File: src/rtl/reg_skid_slice.sv
// One registered valid/ready slice with a main register and a skid register.
// The upstream ready is taken straight from the skid flop, so no ready path is combinational.
module reg_skid_slice #(
  parameter int WIDTH = 5
) (
  input  logic             clk,
  input  logic             rst_n,
  input  logic             clear,
  input  logic             s_valid,
  output logic             s_ready,
  input  logic [WIDTH-1:0] s_data,
  output logic             m_valid,
  input  logic             m_ready,
  output logic [WIDTH-1:0] m_data
);

  logic [WIDTH-1:0] main_q, main_d;
  logic [WIDTH-1:0] skid_q, skid_d;
  logic             main_v_q, main_v_d;
  logic             skid_v_q, skid_v_d;
  logic             s_xfer;

  always_comb begin
    main_d   = main_q;
    skid_d   = skid_q;
    main_v_d = main_v_q;
    skid_v_d = skid_v_q;
    s_xfer   = s_valid && !skid_v_q;

    if (clear) begin
      main_v_d = 1'b0;
      skid_v_d = 1'b0;
    end else if (!main_v_q || m_ready) begin
      // Main is free this edge: drain skid first so ordering is kept.
      skid_v_d = 1'b0;
      if (skid_v_q) begin
        main_d   = skid_q;
        main_v_d = 1'b1;
      end else if (s_xfer) begin
        main_d   = s_data;
        main_v_d = 1'b1;
      end else begin
        main_v_d = 1'b0;
      end
    end else if (s_xfer) begin
      skid_d   = s_data;
      skid_v_d = 1'b1;
    end
  end

  always_ff @(posedge clk or negedge rst_n) begin
    if (!rst_n) begin
      main_q   <= '0;
      skid_q   <= '0;
      main_v_q <= 1'b0;
      skid_v_q <= 1'b0;
    end else begin
      main_q   <= main_d;
      skid_q   <= skid_d;
      main_v_q <= main_v_d;
      skid_v_q <= skid_v_d;
    end
  end

  assign s_ready = !skid_v_q;
  assign m_valid = main_v_q;
  assign m_data  = main_q;

endmodule

File: src/rtl/reg_pipe_skid.sv
// Chain of STAGES skid slices carrying WIDTH-bit words with valid/ready,
// plus a flush input and a count of words currently held.
module reg_pipe_skid #(
  parameter int  WIDTH  = 5,
  parameter int  STAGES = 2,
  localparam int CNT_W  = $clog2(2*STAGES+1)
) (
  input  logic             clk,
  input  logic             rst_n,
  input  logic             clear,
  input  logic             in_valid,
  output logic             in_ready,
  input  logic [WIDTH-1:0] in_data,
  output logic             out_valid,
  input  logic             out_ready,
  output logic [WIDTH-1:0] out_data,
  output logic [CNT_W-1:0] occupancy
);

  logic [STAGES:0]  vld;
  logic [STAGES:0]  rdy;
  logic [WIDTH-1:0] dat [STAGES+1];

  assign vld[0]      = in_valid;
  assign dat[0]      = in_data;
  assign in_ready    = rdy[0];
  assign rdy[STAGES] = out_ready;
  assign out_valid   = vld[STAGES];
  assign out_data    = dat[STAGES];

  for (genvar g = 0; g < STAGES; g++) begin : g_slice
    reg_skid_slice #(.WIDTH(WIDTH)) u_slice (
      .clk     (clk),
      .rst_n   (rst_n),
      .clear   (clear),
      .s_valid (vld[g]),
      .s_ready (rdy[g]),
      .s_data  (dat[g]),
      .m_valid (vld[g+1]),
      .m_ready (rdy[g+1]),
      .m_data  (dat[g+1])
    );
  end

  logic [CNT_W-1:0] occ_q, occ_d;
  logic             in_xfer, out_xfer;

  always_comb begin
    occ_d    = occ_q;
    in_xfer  = in_valid && in_ready;
    out_xfer = out_valid && out_ready;
    // Flush wins over any handshake on the same edge.
    if (clear) begin
      occ_d = '0;
    end else if (in_xfer && !out_xfer) begin
      occ_d = occ_q + CNT_W'(1);
    end else if (out_xfer && !in_xfer) begin
      occ_d = occ_q - CNT_W'(1);
    end
  end

  always_ff @(posedge clk or negedge rst_n) begin
    if (!rst_n) begin
      occ_q <= '0;
    end else begin
      occ_q <= occ_d;
    end
  end

  assign occupancy = occ_q;

endmodule

File: config.mk
export PLATFORM = sky130hd
export DESIGN_NAME = reg_pipe_skid
export DESIGN_NICKNAME = d
export VERILOG_FILES = /design/src/rtl/reg_skid_slice.sv /design/src/rtl/reg_pipe_skid.sv
export SDC_FILE = /design/constraint.sdc
export NUM_CORES = 1
export LEC_CHECK = 0
export ABC_AREA = 0
export BUFFER_PORTS_ARGS = -buffer_cell sky130_fd_sc_hd__clkbuf_2
export CAP_MARGIN = 20
export CORE_ASPECT_RATIO = 0.8
export CORE_MARGIN = 2
export CORE_UTILIZATION = 40
export CTS_CLUSTER_SIZE = 12
export DETAILED_ROUTE_END_ITERATION = 8
export GPL_ROUTABILITY_DRIVEN = 0
export HOLD_SLACK_MARGIN = 0.03
export PLACE_DENSITY = 0.65
export RECOVER_POWER = 50
export SETUP_SLACK_MARGIN = 0.2
export SLEW_MARGIN = 10
export SYNTH_ARGS = -nofsm -noshare
export SYNTH_HDL_FRONTEND = slang
export SYNTH_SLANG_ARGS = --single-unit
File: constraint.sdc
create_clock -name clk -period 2.1 [get_ports clk]
set_input_delay 0.42 -clock clk [delete_from_list [all_inputs] [get_ports clk]]
set_output_delay 0.42 -clock clk [all_outputs]
set_load 0.01 [all_outputs]
-- Word-level counts from Yosys, hierarchy flattened
Cells that the tools add are included.
- register bits: 27
- output and inout bits: 10
- add/sub/neg operators: 2
- mux-type cells: 21
- bitwise operators: 3
- reductions and logical operators: 24
- operators with widths (cell ; number):
    5-bit 2-to-1 mux ; 4
    1-bit 2-to-1 mux ; 14
    3-bit AND reduction ; 4
    3-bit 2-to-1 mux ; 3
    3-bit nonzero test ; 3
    2-bit nonzero test ; 4
    1-bit logical NOT ; 6
    1-bit logical AND ; 5
    3-bit by 1-bit adder with 3-bit output (second input constant) ; 1
    1-bit NOT ; 3
    3-bit by 1-bit subtractor with 3-bit output (second input constant) ; 1
    1-bit logical OR ; 2

-- Depth between registers and ports, before layout
- word-level depth: 7
- gate-level depth with buffers: 7
- mapped depth without buffers: 6

-- Hierarchy
From an unflattened synthesis, not the netlist that was laid out.
- cell total of the unflattened synthesis: 97
- area, all modules: 1365.1 um2
- modules (own cells, without submodules) (module ; times used ; cells each ; area each (um2) ; sequential area each (um2)):
    reg_skid_slice ; 2 ; 36 ; 560.5 ; 300.3
    reg_pipe_skid ; 1 ; 25 ; 244.0 ; 75.1

-- Worst setup path before layout
Ideal clock, no wire load.
- path type: reg2reg
- from: register g_slice[0].u_slice.skid_v_q
- to: register occ_q[2], in the netlist occupancy[2]
- arrival time: 1.699 ns
- data required time: 2.027 ns
- setup slack: 0.327 ns
- stages on the path, launching flop included: 8
- clock period less this slack: 1.773 ns
- cell sequence: dfrtp_1 > buf_6 > nand2b_4 > a21oi_1 > fa_1 > or3b_1 > a21o_1 > a21oi_2
- word-level cells in the longest chain between the ends: 5
- elaborated cells between the ends (all ways): 8
- those cells by class: mux (2); reduce/logical (6)
- ends and longest elaborated chain (item ; RTL line ; RTL):
    start, declared ; reg_skid_slice.sv:20 ; logic skid_v_q, skid_v_d;
    start signal, assigned ; reg_skid_slice.sv:61 ; skid_v_q <= skid_v_d;
    1-bit logical NOT (*) ; reg_skid_slice.sv:65 ; assign s_ready = !skid_v_q;
    1-bit logical AND (*) ; reg_pipe_skid.sv:50 ; in_xfer = in_valid && in_ready;
    1-bit logical AND / 1-bit logical NOT (equally long branches) ; reg_pipe_skid.sv:55, reg_pipe_skid.sv:57 ;
    3-bit 2-to-1 mux / 1-bit logical AND (equally long branches) ; reg_pipe_skid.sv:55, reg_pipe_skid.sv:57 ;
    3-bit 2-to-1 mux / 3-bit nonzero test (equally long branches) ; n/a ;
    end signal, assigned ; reg_pipe_skid.sv:64 ; occ_q <= '0;
    end signal, assigned ; reg_pipe_skid.sv:66 ; occ_q <= occ_d;
    end, declared ; reg_pipe_skid.sv:45 ; logic [CNT_W-1:0] occ_q, occ_d;
Mark *: on every way between the ends. The rest lies on a longest branch, timed or not.
A chain may end at the register's enable or synchronous reset.

-- Worst setup path after layout
- from: register g_slice[1].u_slice.main_v_q
- to: register occ_q[2], in the netlist occupancy[2]
- word-level cells in the longest chain between the ends: 5
- elaborated cells between the ends (all ways): 7
- those cells by class: mux (2); reduce/logical (5)
- ends and longest elaborated chain (item ; RTL line ; RTL):
    start, declared ; reg_skid_slice.sv:19 ; logic main_v_q, main_v_d;
    start signal, assigned ; reg_skid_slice.sv:60 ; main_v_q <= main_v_d;
    1-bit logical AND (*) ; reg_pipe_skid.sv:51 ; out_xfer = out_valid && out_ready;
    1-bit logical NOT ; reg_pipe_skid.sv:55 ; end else if (in_xfer && !out_xfer) begin
    1-bit logical AND ; reg_pipe_skid.sv:55 ;
    3-bit 2-to-1 mux ; reg_pipe_skid.sv:55 ;
    3-bit 2-to-1 mux ; reg_pipe_skid.sv:53 ; if (clear) begin
Marks and branches as above.

==> results.json <==
{
  "outcome": "finished clean",
  "root_buffer": "clkbuf_8",
  "cp.required_ps": 2300,
  "finClkSkew_ps": 2.425,
  "first_iter_violations": 16,
  "power.density_nw_per_um2": 774.9,
  "fin_crit_sh": 0.8414,
  "end_kind": "flip-flop",
  "place_ws_ps": 229.8,
  "cp-start-kind": "flip-flop",
  "wl_met1_um": 931,
  "floorplan.initialDensity": 0.4171,
  "postCtsResizedCells": 0,
  "syn2layout_area_growth_pct": 10.19,
  "multi_input_area_um2": 525.5,
  "io_pins": 20,
  "clock_sinks": 27,
  "routed.top_layer": "met3",
  "syn_inst": 105,
  "tns_ps": 0,
  "period_needed_ps": 1767,
  "grt_pass1_vias": 727,
  "die_w_um": 67.19,
  "leakage_nw": 0.6043,
  "num_vias": 766,
  "post-route-drc-count": 0,
  "min_path_type": "in2reg",
  "die_h_um": 54.55,
  "reg2reg_to": "occupancy[2]",
  "viasPerCell": 4.758,
  "crit_type": "reg2reg",
  "grt_usage": 0.1230,
  "wl_met2_um": 840,
  "rr_startpoint": "g_slice[1].u_slice.m_valid",
  "syn_area_um2": 1277,
  "ctsHoldBuffers": 0,
  "cp.arrival_ps": 1960,
  "num_antenna_cells": 0,
  "ff2ff_path_depth": 5,
  "crit_fanout": 6,
  "rows": 18,
  "ys_warn_count": 0,
  "drive_gt1_frac": 0.3140,
  "maxCapViolCount": 0,
  "place_hpwl_mm": 1.442,
  "ys_seq_elements": 27,
  "tightest_slew_ps": 1392,
  "firstDrtPassIters": 4,
  "avgRoutedWirePerCell_um": 11.53,
  "holdCritStartpoint": "in_data[4]",
  "clk_latency_ps": 260,
  "nets": 133,
  "setup_ws_ps": 333.0,
  "max_stage_delay_ps": 480,
  "grt_overflow_total": 0,
  "syn_avg_cell_area_um2": 12.17,
  "fill_cells": 308,
  "syn-num-nets": 116,
  "grt_setup_unrepaired": "false",
  "ff2ff_setup_slack_ps": 330,
  "peakVddDrop_v": 0.0003340,
  "slew_viol_final": 0,
  "cts_tree": "built",
  "cts_made_buffers": 3,
  "hold_viol": 0,
  "cts_setup_buffers": 0,
  "setup_viol": 0,
  "wl_mm": 1.856,
  "hold_depth": 2,
  "cts.htree.levels": 1,
  "grt_max_degree": 28,
  "seq_area_frac_synth": 0.5289,
  "hold_end": "g_slice[0].u_slice.skid_q[4]",
  "io_buffers": 19,
  "cts_buffer_depth": 2,
  "grt_pass1_wl_mm": 3.291,
  "dr_wl_met3_um": 84,
  "synth_cell_types": 26,
  "cpMaxStageDelayCell": "dfrtp_1",
  "max-slew-margin-rel": 0.07227,
  "ant_nets": 0,
  "final-seq-area_um2": 675.6,
  "die_area_um2": 3665,
  "max_freq_ghz": 0.5659,
  "antenna_found_initial": 0,
  "fp.coreArea_um2": 3063,
  "path_clk_slew_ps": 80,
  "path_cells": "a21oi_1, fa_1, or3b_1, a21o_1, a21oi_2"
}
==> through the flow <==
step | hold slack, ps | total power (W) | std cells | util | cell area [um^2]
2_1_floorplan | 124.4 | 0.0007847 | 105 | - | 1277
3_3_place_gp | 468.5 | 0.0008215 | 157 | 0.4457 | 1365
3_5_place_dp | 491.7 | 0.0008301 | 157 | 0.4457 | 1365
4_1_cts | 190.6 | 0.001117 | 161 | 0.4608 | 1411
5_1_grt | 385.4 | 0.001167 | 161 | 0.4596 | 1408
6_report | 399.2 | 0.001091 | 161 | 0.4596 | 1408
==> power breakdown <==
part / switching [W] / total (W) / internal [W]
logic: 0.0000953 / 0.000181 / 0.0000859
registers: 0.0000426 / 0.000631 / 0.000589
clock network: 0.000146 / 0.000278 / 0.000132
==> final cells by class <==
| cell class | instances | area share |
|---|---|---|
| flip-flops and latches | 27 | 0.4800 |
| well taps | 40 | 0.03556 |
| clock inverters | 1 | 0.003556 |
| inverters | 3 | 0.008000 |
| repair buffers | 20 | 0.07022 |
| clock buffers | 3 | 0.02933 |
| multi-input cells | 67 | 0.3733 |
==> critical path, delay by kind of cell, from the launching register on <==
family | cells | cell delay (ps)
flops | 1 | 480
compound gates | 3 | 430
simple gates | 1 | 410
fa+ha+maj | 1 | 390
==> layer usage <==
layer  GRT usage  up-vias
met2      0.1980       15
met1      0.1640      362
met5           0        -
met4     0.01020        0
li1            -      389
met3     0.04938        0
==> logic make-up (layout without fill, tap and decap cells) <==
kind of cell,after synthesis,in the layout,synth area share
and+or+nand+nor,28,28,0.1459
DFF,27,27,0.5289
muxes,20,20,0.1665
AOI/OAI and AO/OA,16,16,0.06954
buffers and inverters,11,27,0.05974
xor gates and xnor gates,2,2,0.01371
adders and majority gates,1,1,0.01567
==> state kept, by name, indices dropped and copies added (netlist names) <==
| name | cells |
|---|---|
| g_slice.u_slice.m_valid | 2 |
| g_slice.u_slice.m_data | 10 |
| g_slice.u_slice.skid_q | 10 |
| g_slice.u_slice.skid_v_q | 2 |
| occupancy | 3 |
==> Yosys cell counts <==
| master | instances | area (um^2) |
|---|---|---|
| buf_2 | 1 | 5.000 |
| nor3_1 | 2 | 10.01 |
| nand4_1 | 1 | 6.260 |
| nand2b_4 | 2 | 27.53 |
| mux2_2 | 10 | 112.6 |
| nor3_2 | 1 | 10.01 |
| xor2_1 | 1 | 8.760 |
| nor2_1 | 14 | 52.55 |
| nand3_1 | 1 | 5.000 |
| fa_1 | 1 | 20.02 |
| nand2_1 | 2 | 7.510 |
| buf_6 | 2 | 22.52 |
| a21oi_2 | 1 | 8.760 |
| nor3b_2 | 1 | 12.51 |
| inv_1 | 3 | 11.26 |
| nor4b_4 | 1 | 23.77 |
| xnor2_1 | 1 | 8.760 |
| a21oi_1 | 13 | 65.06 |
| a211oi_1 | 1 | 7.510 |
| or3b_1 | 1 | 8.760 |
| a21o_1 | 1 | 7.510 |
| buf_4 | 5 | 37.54 |
| nor3_4 | 1 | 16.27 |
| mux2i_1 | 10 | 100.1 |
| dfrtp_1 | 27 | 675.7 |
| nor2b_1 | 1 | 6.260 |
==> placed cells by master, fill, tap and decap left out, drive strengths merged <==
master / count
nand4: 1
nor2: 14
clkbuf: 22
mux2i: 10
a21o: 1
nand3: 1
nor2b: 1
clkinv: 1
inv: 3
nor3: 4
dfrtp: 27
a211oi: 1
xnor2: 1
nor4b: 1
xor2: 1
nand2b: 2
or3b: 1
a21oi: 14
nor3b: 1
nand2: 2
fa: 1
buf: 1
mux2: 10
==> how the worst max path moves through the flow <==
stage	slack [ps]	end	from	cells past startpoint
floorplan	330	occupancy[2]	g_slice[0].u_slice.skid_v_q	7
global placement	280	occupancy[2]	in_valid	7
detailed placement	230	occupancy[2]	in_valid	7
CTS	340	occupancy[2]	g_slice[1].u_slice.m_valid	5
global route	240	occupancy[2]	g_slice[1].u_slice.m_valid	5
finish	330	occupancy[2]	g_slice[1].u_slice.m_valid	5
(Power assumes the default switching activity.)
